===== src/rtl/ram_1port_pkg.sv =====
// Shared constants and FSM encoding for the single-port RAM burst master.
package ram_1port_pkg;

    localparam int ADDR_W_DEF = 7;
    localparam int DATA_W_DEF = 4;
    localparam int DEPTH      = 2 ** ADDR_W_DEF;

    typedef enum logic [1:0] {
        ST_IDLE  = 2'd0,
        ST_WRITE = 2'd1,
        ST_READ  = 2'd2,
        ST_DONE  = 2'd3
    } state_e;

endpackage


===== src/rtl/ram_master_rd_stage.sv =====
// Single-entry output register for the read stream.
// Load takes priority over clear, so a handshake and a new load in the same
// cycle hand the next word straight through without a bubble.
module ram_master_rd_stage
    import ram_1port_pkg::*;
#(
    parameter int DATA_W = DATA_W_DEF
) (
    input  logic              clk,
    input  logic              rst,
    input  logic              load,
    input  logic [DATA_W-1:0] load_data,
    input  logic              load_last,
    input  logic              rd_ready,
    output logic              rd_valid,
    output logic [DATA_W-1:0] rd_data,
    output logic              rd_last
);

    // Load a new word, or drop valid once the held word has been taken.
    always_ff @(posedge clk or negedge rst) begin
        if (!rst) begin
            rd_valid <= 1'b0;
            rd_data  <= '0;
            rd_last  <= 1'b0;
        end else if (load) begin
            rd_valid <= 1'b1;
            rd_data  <= load_data;
            rd_last  <= load_last;
        end else if (rd_valid && rd_ready) begin
            rd_valid <= 1'b0;
            rd_last  <= 1'b0;
        end
    end

endmodule


===== src/rtl/ram_1port_master.sv =====
// Burst master for a single-port RAM (registered write, combinational read).
// Handshakes: a transfer happens on a rising edge where valid and ready are
// both 1; the producer holds valid and its payload stable until that edge,
// and ready never depends combinationally on the same channel's valid.
module ram_1port_master
    import ram_1port_pkg::*;
#(
    parameter int ADDR_W = ADDR_W_DEF,
    parameter int DATA_W = DATA_W_DEF,
    parameter int LEN_W  = ADDR_W + 1
) (
    input  logic              clk,
    input  logic              rst,
    input  logic              cmd_valid,
    output logic              cmd_ready,
    input  logic              cmd_write,
    input  logic [ADDR_W-1:0] cmd_addr,
    input  logic [LEN_W-1:0]  cmd_len,
    input  logic              wr_valid,
    output logic              wr_ready,
    input  logic [DATA_W-1:0] wr_data,
    output logic              rd_valid,
    input  logic              rd_ready,
    output logic [DATA_W-1:0] rd_data,
    output logic              rd_last,
    output logic              done,
    output logic              err,
    output logic              ram_enb,
    output logic [ADDR_W-1:0] ram_addr,
    output logic [DATA_W-1:0] ram_w_data,
    input  logic [DATA_W-1:0] ram_r_data,
    output logic [1:0]        dbg_state
);

    localparam logic [1:0] S_IDLE  = ST_IDLE;
    localparam logic [1:0] S_WRITE = ST_WRITE;
    localparam logic [1:0] S_READ  = ST_READ;
    localparam logic [1:0] S_DONE  = ST_DONE;

    // Longest legal burst covers the whole RAM exactly once.
    localparam logic [LEN_W:0] LEN_MAX = (LEN_W + 1)'(2 ** ADDR_W);

    logic [1:0]        state;
    logic [ADDR_W-1:0] cur_addr;
    logic [LEN_W-1:0]  remain;
    logic              err_q;

    logic cmd_fire;
    logic len_bad;
    logic rd_load;
    logic rd_fire_last;

    assign cmd_fire     = cmd_valid && cmd_ready;
    assign len_bad      = (cmd_len == '0) || ({1'b0, cmd_len} > LEN_MAX);
    assign rd_load      = (state == S_READ) && (!rd_valid || rd_ready) && (remain != '0);
    assign rd_fire_last = rd_valid && rd_ready && rd_last;

    assign cmd_ready  = (state == S_IDLE);
    assign wr_ready   = (state == S_WRITE);
    // The RAM is only ever written from WRITE, so reads never see forced data.
    assign ram_enb    = (state == S_WRITE) && wr_valid;
    assign ram_addr   = cur_addr;
    assign ram_w_data = wr_data;
    assign done       = (state == S_DONE);
    assign err        = (state == S_DONE) && err_q;
    assign dbg_state  = state;

    // Burst sequencing: latch the command, then step address and count per beat.
    always_ff @(posedge clk or negedge rst) begin
        if (!rst) begin
            state    <= S_IDLE;
            cur_addr <= '0;
            remain   <= '0;
            err_q    <= 1'b0;
        end else begin
            case (state)
                S_IDLE: begin
                    if (cmd_fire) begin
                        cur_addr <= cmd_addr;
                        remain   <= cmd_len;
                        err_q    <= len_bad;
                        if (len_bad)        state <= S_DONE;
                        else if (cmd_write) state <= S_WRITE;
                        else                state <= S_READ;
                    end
                end
                S_WRITE: begin
                    if (wr_valid) begin
                        cur_addr <= cur_addr + ADDR_W'(1);
                        remain   <= remain - LEN_W'(1);
                        if (remain == LEN_W'(1)) state <= S_DONE;
                    end
                end
                S_READ: begin
                    if (rd_load) begin
                        cur_addr <= cur_addr + ADDR_W'(1);
                        remain   <= remain - LEN_W'(1);
                    end
                    if (rd_fire_last) state <= S_DONE;
                end
                S_DONE: begin
                    err_q <= 1'b0;
                    state <= S_IDLE;
                end
                default: state <= S_IDLE;
            endcase
        end
    end

    ram_master_rd_stage #(
        .DATA_W (DATA_W)
    ) u_rd_stage (
        .clk       (clk),
        .rst       (rst),
        .load      (rd_load),
        .load_data (ram_r_data),
        .load_last (remain == LEN_W'(1)),
        .rd_ready  (rd_ready),
        .rd_valid  (rd_valid),
        .rd_data   (rd_data),
        .rd_last   (rd_last)
    );

endmodule


===== config.mk =====
export PLATFORM = sky130hd
export DESIGN_NAME = ram_1port_master
export DESIGN_NICKNAME = d
export VERILOG_FILES = /design/src/rtl/ram_1port_pkg.sv /design/src/rtl/ram_master_rd_stage.sv /design/src/rtl/ram_1port_master.sv
export SDC_FILE = /design/constraint.sdc
export NUM_CORES = 1
export LEC_CHECK = 0
export CAP_MARGIN = 20
export CORE_MARGIN = 2
export CORE_UTILIZATION = 45
export DETAILED_ROUTE_END_ITERATION = 6
export MAX_ROUTING_LAYER = met4
export PLACE_DENSITY = 0.83
export REMOVE_ABC_BUFFERS = 1
export SLEW_MARGIN = 20
export SYNTH_ARGS = -nofsm -noshare
export SYNTH_HDL_FRONTEND = slang
export SYNTH_SLANG_ARGS = --single-unit

===== constraint.sdc =====
create_clock -name clk -period 2.5 [get_ports clk]
set_input_delay 0.25 -clock clk [delete_from_list [all_inputs] [get_ports clk]]
set_output_delay 0.25 -clock clk [all_outputs]
set_load 0.02 [all_outputs]

* Word-level counts from Yosys, hierarchy flattened
Cells that the tools add are included.
Storage, ports and cells: bits in registers 24, input bits 29, output and inout port bits 24, logic and storage cells 58
Cells by class: add/sub/neg operators 2, order comparisons 1, eq/ne operators 9, mux-type cells 20, reduce and logical (&&, ||, !) cells 19
Operator list (count):
- 2-to-1 mux 8 bit | 3
- one-hot mux 8 bit (3 select lines) | 1
- 2-to-1 mux 7 bit | 3
- one-hot mux 7 bit (3 select lines) | 1
- 2-to-1 mux 2 bit | 6
- == test 8 x 1 -> 1 bit (second input constant) | 1
- > comparator 8 bit (second input constant) | 1
- logical NOT 8 bit | 1
- one-hot mux 2 bit (4 select lines) | 1
- AND reduction 4 bit | 2
- nonzero test 8 bit | 1
- subtractor 8 x 1 -> 8 bit (second input constant) | 1
- adder 7 x 1 -> 7 bit (second input constant) | 1
- logical AND 1 bit | 7
- inequality test 2 bit (second input constant) | 3
- == test 2 bit (second input constant) | 2
- 2-to-1 mux 1 bit | 4
- inequality test 2 x 1 -> 1 bit (second input constant) | 2
- nonzero test 2 bit | 2
- nonzero test 3 bit | 1
- == test 2 x 1 -> 1 bit (second input constant) | 1
- logical NOT 2 bit | 1
- logical OR 1 bit | 2
- one-hot mux 1 bit (2 select lines) | 1
- other kinds (2) | 2

* Depth between registers and ports, before layout
Gate-level depths: netlist of run 1.
depth after elaboration 6, gate-level depth with buffers 8, depth with buffers taken out 7

* Hierarchy
From an unflattened synthesis of run 1, not the netlist that was laid out.
Second synthesis, totals: cells, all modules 169, area, all modules 1672.9 um2
By module, submodules not included:
- ram_1port_master | instances 1, cells an instance 153, area an instance 1420.1 um2, sequential area each 450.4 um2
- ram_master_rd_stage | instances 1, cells an instance 16, area an instance 252.7 um2, sequential area each 150.1 um2

* Least setup slack after synthesis of run 1
Ideal clock, no wire load.
kind reg-to-reg, start register remain[0], end register remain[6], library setup time 0.104 ns, arrival 1.917 ns, required time 2.396 ns, setup slack 0.479 ns, stages on the path, launching flop included 9, path buffers 1, clock period less this slack 2.021 ns, cells stage by stage dfrtp_1 inv_1 ha_1 or4b_4 o211ai_4 and2_4 buf_6 o21bai_1 a221oi_1
Between the ends: word-level cells in the longest chain between the ends 4, elaborated cells between the ends (all ways) 8, classes of those cells add/sub: 1; eq/ne: 1; mux: 3; reduce/logical: 3
RTL lines:
- start, declared | line ram_1port_master.sv:45 | logic [LEN_W-1:0] remain;
- start signal, assigned | line ram_1port_master.sv:80 | remain <= cmd_len;
- start signal, assigned | line ram_1port_master.sv:90 | remain <= remain - LEN_W'(1);
- start signal, assigned | line ram_1port_master.sv:97 | remain <= remain - LEN_W'(1);
- branches (longest 4 deep; another with subtractor 8 x 1 -> 8 bit)
Parallel ways; which one is timed is not known. The select of a mux whose other input is x is not followed. A chain may end at the register's enable or synchronous reset.

* Final worst setup path of run 1
start register remain[0], end register remain[5]
The elaborated chain is that of the path after synthesis.

==> out/qor.csv, run 1 <==
stage,metric,value,unit
clock_network,tritoncts.num_buffers,3,
synthesis,synth.yosys.seq_area_share,0.389,
drt,post_drt_via_cell_ratio,5.48,
clock_network,cts_tree,yes,
floorplanning,core,3310,um2
final_layout,layout.core_utilization,0.619,
global_route,grt_overflow,0,
synthesis,synth_top_cells_by_area,"sky130_fd_sc_hd__dfrtp_1 (39%), sky130_fd_sc_hd__ha_1 (7.3%), sky130_fd_sc_hd__a221oi_1 (4.5%)",
sta,timing_hold_violations_final,0,
power_and_ir_drop,cellLeakagePower,0.876,nW
worst_setup_path,crit_path_start_kind,register,
drt,ant_nets,0,
place,finalWeightedCongestion,0.827,
synthesis,synth-async-reset-ratio,1.00,
job,maxCapViolations,0,
final_layout,post_route_cells_drive_above_1_share,0.100,
worst_setup_path,endpoint_type_of_the_worst_setup_path,register,
clock_network,postCtsHoldBufs,0,
floorplanning,die-width,62.6,um
final_layout,area_of_combinational_cells_with_multiple_inputs,822,um2
clock_network,tritoncts_num_sinks,24,
synthesis,dominantRegCellSynth,sky130_fd_sc_hd__dfrtp_1,
sta,setup_repair_after_global_routing_missed_its_margin,false,
worst_setup_path,worst_path_arrival,2.42,ns
place,port_buffers,44,
sta,max_slew_margin,0.652,
worst_setup_path,data_required_time_at_the_worst_endpoint,2.72,ns
synthesis,synth_enable_flop_cells,0,
global_route,grt_pass1_vias,1205,
sta,layout_min_cycle_time,2.20,ns
drt,wirelength,3400,um
final_layout,n_antenna_cell,0,
sta,clock_skew,0.00241,ns
final_layout,layout_nets,249,
synthesis,synth.cell_area,1540,um2
power_and_ir_drop,worst_ir_drop_vdd,0.688,mV
clock_network,cts.repair.resized,0,
clock_network,post_cts.repair.setup_buffers,0,
global_route,global_route_wire_length_before_repair,5710,um
synthesis,post-synth-top-area-cell,sky130_fd_sc_hd__dfrtp_1,
clock_network,cts.path.max_buffers,2,
final_layout,flow.area_growth_from_synthesis,32.8,%
clock_network,clock-root-buffer,sky130_fd_sc_hd__clkbuf_4,
final_layout,area_of_all_sequential_standard_cells,601,um2
worst_setup_path,critical_path_class,register to register,
place,place_hpwl,2450,um
floorplanning,initial_core_util,0.466,
drt,route.detailed.drc,0,
clock_network,clk_pin_slew_worst_paths,0.12,ns
sta,maxClockFrequency,0.454,GHz
synthesis,yosys_register_bits,24,
synthesis,yosysUniqueCellTypes,40,
worst_setup_path,worstPathMaxFanout,11,
drt,drt_first_pass_iters,4,
drt,wire_per_inst,13.3,um
global_route,maximum_number_of_pins_on_one_net_before_global_route_repair,25,
power_and_ir_drop,powerDensity,1420,nW/um2
sta,final_min_period_over_clock_period,0.880,
floorplanning,die_height,62.6,um
floorplanning,die-area,3910,um2
synthesis,syn-mean-instance-area,9.29,um2
drt,drtIter0Drc,76,
clock_network,clk-insertion-delay-late,0.31,ns
sta,final-max-slew-violation-count,0,
sta,worst_slew_pin_slew,0.521,ns
floorplanning,row_cnt,21,
global_route,antenna_found_initial,0,
final_layout,fillers,300,
clock_network,htreeDepth,1,
outcome,run_status,completed,
sta,setup_total_negative_slack,0,ns
worst_hold_path,class_of_the_tightest_hold_or_removal_check,input port to asynchronous set/reset pin,
synthesis,yosysWarningCount,0,
global_route,grtUsageTotal,0.184,
synthesis,syn-instance-count,166,
sta,report.final.setup_viol,0,
drt,num_vias,1398,
synthesis,top_cell_type_s_share_of_synthesized_area,0.389,
floorplanning,top_level_ports,53,
## routing by layer
layer	vias to the layer above	global-route usage	share of wire
met5	-	-	0
met4	0	0.0583	0.015
met3	5	0.0288	0.044
met2	43	0.259	0.45
met1	663	0.271	0.49
li1	687	-	-
## critical path: stages (launching register included)
cell and delay (ns):
sky130_fd_sc_hd__dfrtp_1 0.44, sky130_fd_sc_hd__inv_1 0.11, sky130_fd_sc_hd__ha_1 0.16, sky130_fd_sc_hd__or4b_4 0.47, sky130_fd_sc_hd__o211ai_4 0.17, sky130_fd_sc_hd__and2_4 0.23, sky130_fd_sc_hd__nor3_1 0.06, sky130_fd_sc_hd__buf_4 0.18
sky130_fd_sc_hd__a221oi_1 0.29
## placed cells by master (no fill, tap or decap), drive strengths merged, types with 3 or more instances in the layout
cell           count
o21bai             3
and3               3
dfrtp             24
a21oi              7
o21ai              5
mux2               6
nand3b             4
inv               16
o22ai              8
clkdlybuf4s50     44
and2               3
nor2              14
nand4              3
nand3             10
buf                6
nand2              7
clkbuf             3
ha                 9
a221oi             8
a31oi              3
## kinds of logic after synthesis
logic type | synth area share
and+or+nand+nor | 0.213
AOI/OAI and AO/OA | 0.185
buffers and inverters | 0.0779
DFF | 0.389
adders and majority gates | 0.0730
muxes | 0.0568
xor gates and xnor gates | 0.00568
## registers in the layout, summed over array words and instances (netlist names)
signal / cells
u_rd_stage.rd_valid: 1
remain: 8
ram_addr: 7
u_rd_stage.rd_last: 1
err_q: 1
dbg_state: 2
u_rd_stage.rd_data: 4
## layout make-up
type | count | area share
multi-input combinational | 116 | 0.401
inverter | 16 | 0.0293
tap | 46 | 0.0281
clock buffer | 3 | 0.0110
timing repair buffer | 50 | 0.237
sequential | 24 | 0.293
## cell usage after synthesis (all sizes together), types with 3 or more instances
library cell	number
o21bai	3
nor2	14
dfrtp	24
and2	3
a31oi	3
o21ai	5
a21oi	7
clkbuf	5
ha	9
mux2	6
o22ai	8
nand3	10
nand3b	4
buf	5
nand2	7
and3	3
nand4	3
inv	16
a221oi	8
## worst paths after layout
check                           depth (start not counted)                                end  slack (ns)                               from
worst max register to register                          8              remain[5]$_DFFE_PN0P_        0.30              remain[0]$_DFFE_PN0P_
min in group clk                                        3            ram_addr[3]$_DFFE_PN0P_        0.47                        cmd_addr[3]
worst min register to register                          1  u_rd_stage.rd_data[0]$_DFFE_PN0N_        0.52  u_rd_stage.rd_data[0]$_DFFE_PN0N_
worst min-delay path                                    2            ram_addr[6]$_DFFE_PN0P_        0.28                                rst
worst max-delay path                                    8              remain[5]$_DFFE_PN0P_        0.30              remain[0]$_DFFE_PN0P_
max in group asynchronous                               2              remain[1]$_DFFE_PN0P_        1.98                                rst
## report_power, final
group	leakage (nW)	switching [mW]	internal (mW)
registers	0.286	0.202	0.597
logic	0.576	1.02	0.930
clock network	0.0138	0.113	0.0565
## per-stage QoR
step | power (mW) | setup WS, ns | hold slack [ns] | instance area (um2) | cells
after floorplan | 2.06 | 0.0513 | -0.0456 | 1480 | 156
after global placement | 2.71 | 0.335 | 0.492 | 2030 | 252
after detailed placement | 2.75 | 0.279 | 0.497 | 2030 | 252
after CTS | 2.93 | 0.298 | 0.290 | 2050 | 255
after global routing | 3.15 | 0.143 | 0.292 | 2050 | 255
final | 2.91 | 0.300 | 0.280 | 2050 | 255
Power figures use the tool's default switching activity.
==> run 2, diff against run 1 <==
--- a/config.mk
+++ b/config.mk
@@ -7,10 +7,12 @@
 export LEC_CHECK = 0
 export CAP_MARGIN = 20
 export CORE_MARGIN = 2
-export CORE_UTILIZATION = 45
+export CORE_UTILIZATION = 55
+export CTS_CLUSTER_DIAMETER = 200
 export DETAILED_ROUTE_END_ITERATION = 6
+export DONT_BUFFER_PORTS = 1
 export MAX_ROUTING_LAYER = met4
-export PLACE_DENSITY = 0.83
+export PLACE_DENSITY = 0.73
 export REMOVE_ABC_BUFFERS = 1
 export SLEW_MARGIN = 20
 export SYNTH_ARGS = -nofsm -noshare
==> out/qor.csv, run 2 (synthesis results as in run 1) <==
stage,metric,value,unit
outcome,run_status,completed,
global_route,grt_overflow,0,
worst_hold_path,class_of_the_tightest_hold_or_removal_check,input port to register,
final_layout,post_route_cells_drive_above_1_share,0.138,
floorplanning,die_height,57.0,um
worst_setup_path,cp_cell_sequence,inv_1 -> ha_1 -> inv_1 -> o2bb2ai_1 -> a221o_1 -> mux2_2,
power_and_ir_drop,powerDensity,1620,nW/um2
clock_network,cts.path.max_buffers,2,
clock_network,tritoncts.num_buffers,3,
final_layout,count_of_non_filler_cells_in_the_finished_layout,198,
worst_setup_path,worstPathMaxFanout,5,
sta,maxClockFrequency,0.449,GHz
global_route,grt_most_used_layer,met2,
floorplanning,die-width,57.0,um
worst_setup_path,critical_path_depth,6,
clock_network,htreeDepth,1,
global_route,global_route_wire_length_before_repair,5440,um
sta,final_min_period_over_clock_period,0.891,
drt,route.detailed.drc,0,
final_layout,layout_commonest_cell,sky130_fd_sc_hd__dfrtp_1,
final_layout,max_flop_register,remain,
clock_network,clk_pin_slew_worst_paths,0.12,ns
place,dpl_worst_slack,0.0165,ns
final_layout,n_antenna_cell,0,
clock_network,clk-insertion-delay-late,0.32,ns
drt,wirelength,3290,um
final_layout,final_cell_mix,"sky130_fd_sc_hd__dfrtp_1 (24), sky130_fd_sc_hd__inv_1 (16), sky130_fd_sc_hd__nor2_1 (14)",
place,finalWeightedCongestion,0.762,
worst_setup_path,critical_path_class,register to register,
sta,timing_hold_violations_final,0,
place,place_hpwl,2420,um
global_route,use_met1,0.255,
power_and_ir_drop,worst_ir_drop_vdd,1.44,mV
sta,hold_slack,0.0550,ns
place,port_buffers,0,
place,place_area,1550,um2
sta,max_slew_margin,0.620,
drt,drtIter0Drc,55,
worst_setup_path,critical-path-slowest-cell,sky130_fd_sc_hd__dfrtp_1,
floorplanning,die-area,3240,um2
drt,wire_per_inst,16.6,um
worst_setup_path,worst_path_dominant_cell_family,compound AO/OA/AOI/OAI gates,
clock_network,tritoncts_num_sinks,24,
power_and_ir_drop,cellLeakagePower,0.721,nW
global_route,grtUsageMet3,0.0522,
final_layout,layout_nets,207,
drt,drt_first_pass_iters,4,
job,maxCapViolations,0,
sta,clock_skew,0.00605,ns
global_route,maximum_number_of_pins_on_one_net_before_global_route_repair,25,
floorplanning,top_level_ports,53,
worst_hold_path,min_path_cells,2,
clock_network,cts_tree,yes,
worst_setup_path,worst_path_most_repeated_cell,sky130_fd_sc_hd__inv_1,
global_route,antenna_found_initial,0,
clock_network,clock-root-buffer,sky130_fd_sc_hd__clkbuf_4,
place,placed_cells,191,
sta,final_setup_margin,0.273,ns
final_layout,flow.area_growth_from_synthesis,5.27,%
worst_setup_path,worst_path_arrival,2.44,ns
sta,report.final.setup_viol,0,
drt,ant_nets,0,
sta,layout_min_cycle_time,2.23,ns
final_layout,fillers,246,
final_layout,layout.cell_area.non_filler,1620,um2
worst_setup_path,data_required_time_at_the_worst_endpoint,2.72,ns
worst_setup_path,endpoint_type_of_the_worst_setup_path,register,
worst_setup_path,max_stage_delay,0.53,ns
global_route,grtUsageTotal,0.221,
final_layout,largest_register_ff_count,8,
sta,setup_total_negative_slack,0,ns
sta,worst_slew_pin_slew,0.567,ns
sta,final-max-slew-violation-count,0,
worst_setup_path,r2r.worst_path.cells,6,
floorplanning,initial_core_util,0.569,
global_route,grt.met2_usage,0.365,
floorplanning,row_cnt,19,
sta,setup_repair_after_global_routing_missed_its_margin,false,
drt,post_drt_via_cell_ratio,6.67,
drt,num_vias,1320,
worst_setup_path,crit_path_start_kind,register,
worst_setup_path,cp.buffers_inverters,2,
floorplanning,core,2710,um2
global_route,grt_pass1_vias,1257,
## run 2: changes by cell type in the layout (fill, tap and decap cells not counted), sizes merged
cell           before  now
clkdlybuf4s50      44    0
dlygate4sd3         0    1
buf                 6    7
## run 2: path summary, 6_finish.rpt
path	startpoint	endpoint	slack, ns
worst max-delay path	dbg_state[1]$_DFFE_PN0P_	dbg_state[1]$_DFFE_PN0P_	0.27
worst max register to register	dbg_state[1]$_DFFE_PN0P_	dbg_state[1]$_DFFE_PN0P_	0.27
worst min-delay path	cmd_len[6]	remain[6]$_DFFE_PN0P_	0.06
worst min register to register	err_q$_DFFE_PN0P_	err_q$_DFFE_PN0P_	0.59
max in group asynchronous	rst	remain[0]$_DFFE_PN0P_	1.99
min in group asynchronous	rst	remain[3]$_DFFE_PN0P_	0.37
## run 2: power breakdown
group	internal (mW)	leakage (nW)	switching (mW)	total [mW]
logic	0.663	0.421	0.838	1.50
clock network	0.0565	0.0138	0.111	0.168
registers	0.595	0.286	0.374	0.969
total	1.31	0.721	1.32	2.64
## run 2: cell type report
type / instances / area, um2 / share of cell area
inverters: 16 / 60.1 / 0.0370
well taps: 31 / 38.8 / 0.0239
repair buffers: 8 / 75.1 / 0.0462
multi-input cells: 116 / 827 / 0.509
flip-flops and latches: 24 / 601 / 0.370
clock buffers: 3 / 22.5 / 0.0139
## run 2: per-stage QoR
| stage | utilization | power, mW |
|---|---|---|
| floorplan | - | 2.06 |
| global placement | 0.572 | 2.34 |
| detailed placement | 0.572 | 2.43 |
| CTS | 0.594 | 2.62 |
| global route | 0.599 | 2.87 |
| finish | 0.599 | 2.64 |
## run 2: metal layers
layer,vias up,wire [um],part of all wire
li1,605,-,-
met1,629,1370,0.42
met2,76,1650,0.50
met3,10,215,0.065
met4,0,51,0.015
met5,-,0,0
## run 2: worst register-to-register path, stage by stage (launching register included)
cell	delay, ns
sky130_fd_sc_hd__dfrtp_1	0.53
sky130_fd_sc_hd__inv_1	0.16
sky130_fd_sc_hd__ha_1	0.36
sky130_fd_sc_hd__inv_1	0.10
sky130_fd_sc_hd__o2bb2ai_1	0.39
sky130_fd_sc_hd__a221o_1	0.24
sky130_fd_sc_hd__mux2_2	0.35
## run 2: repair_timing
item	CTS	global route
endpoints found under the hold margin	24	0
setup endpoints to repair	3	1
hold buffers	2	0
gates resized for setup	1	0
setup buffers	0	2
pin swaps	0	1
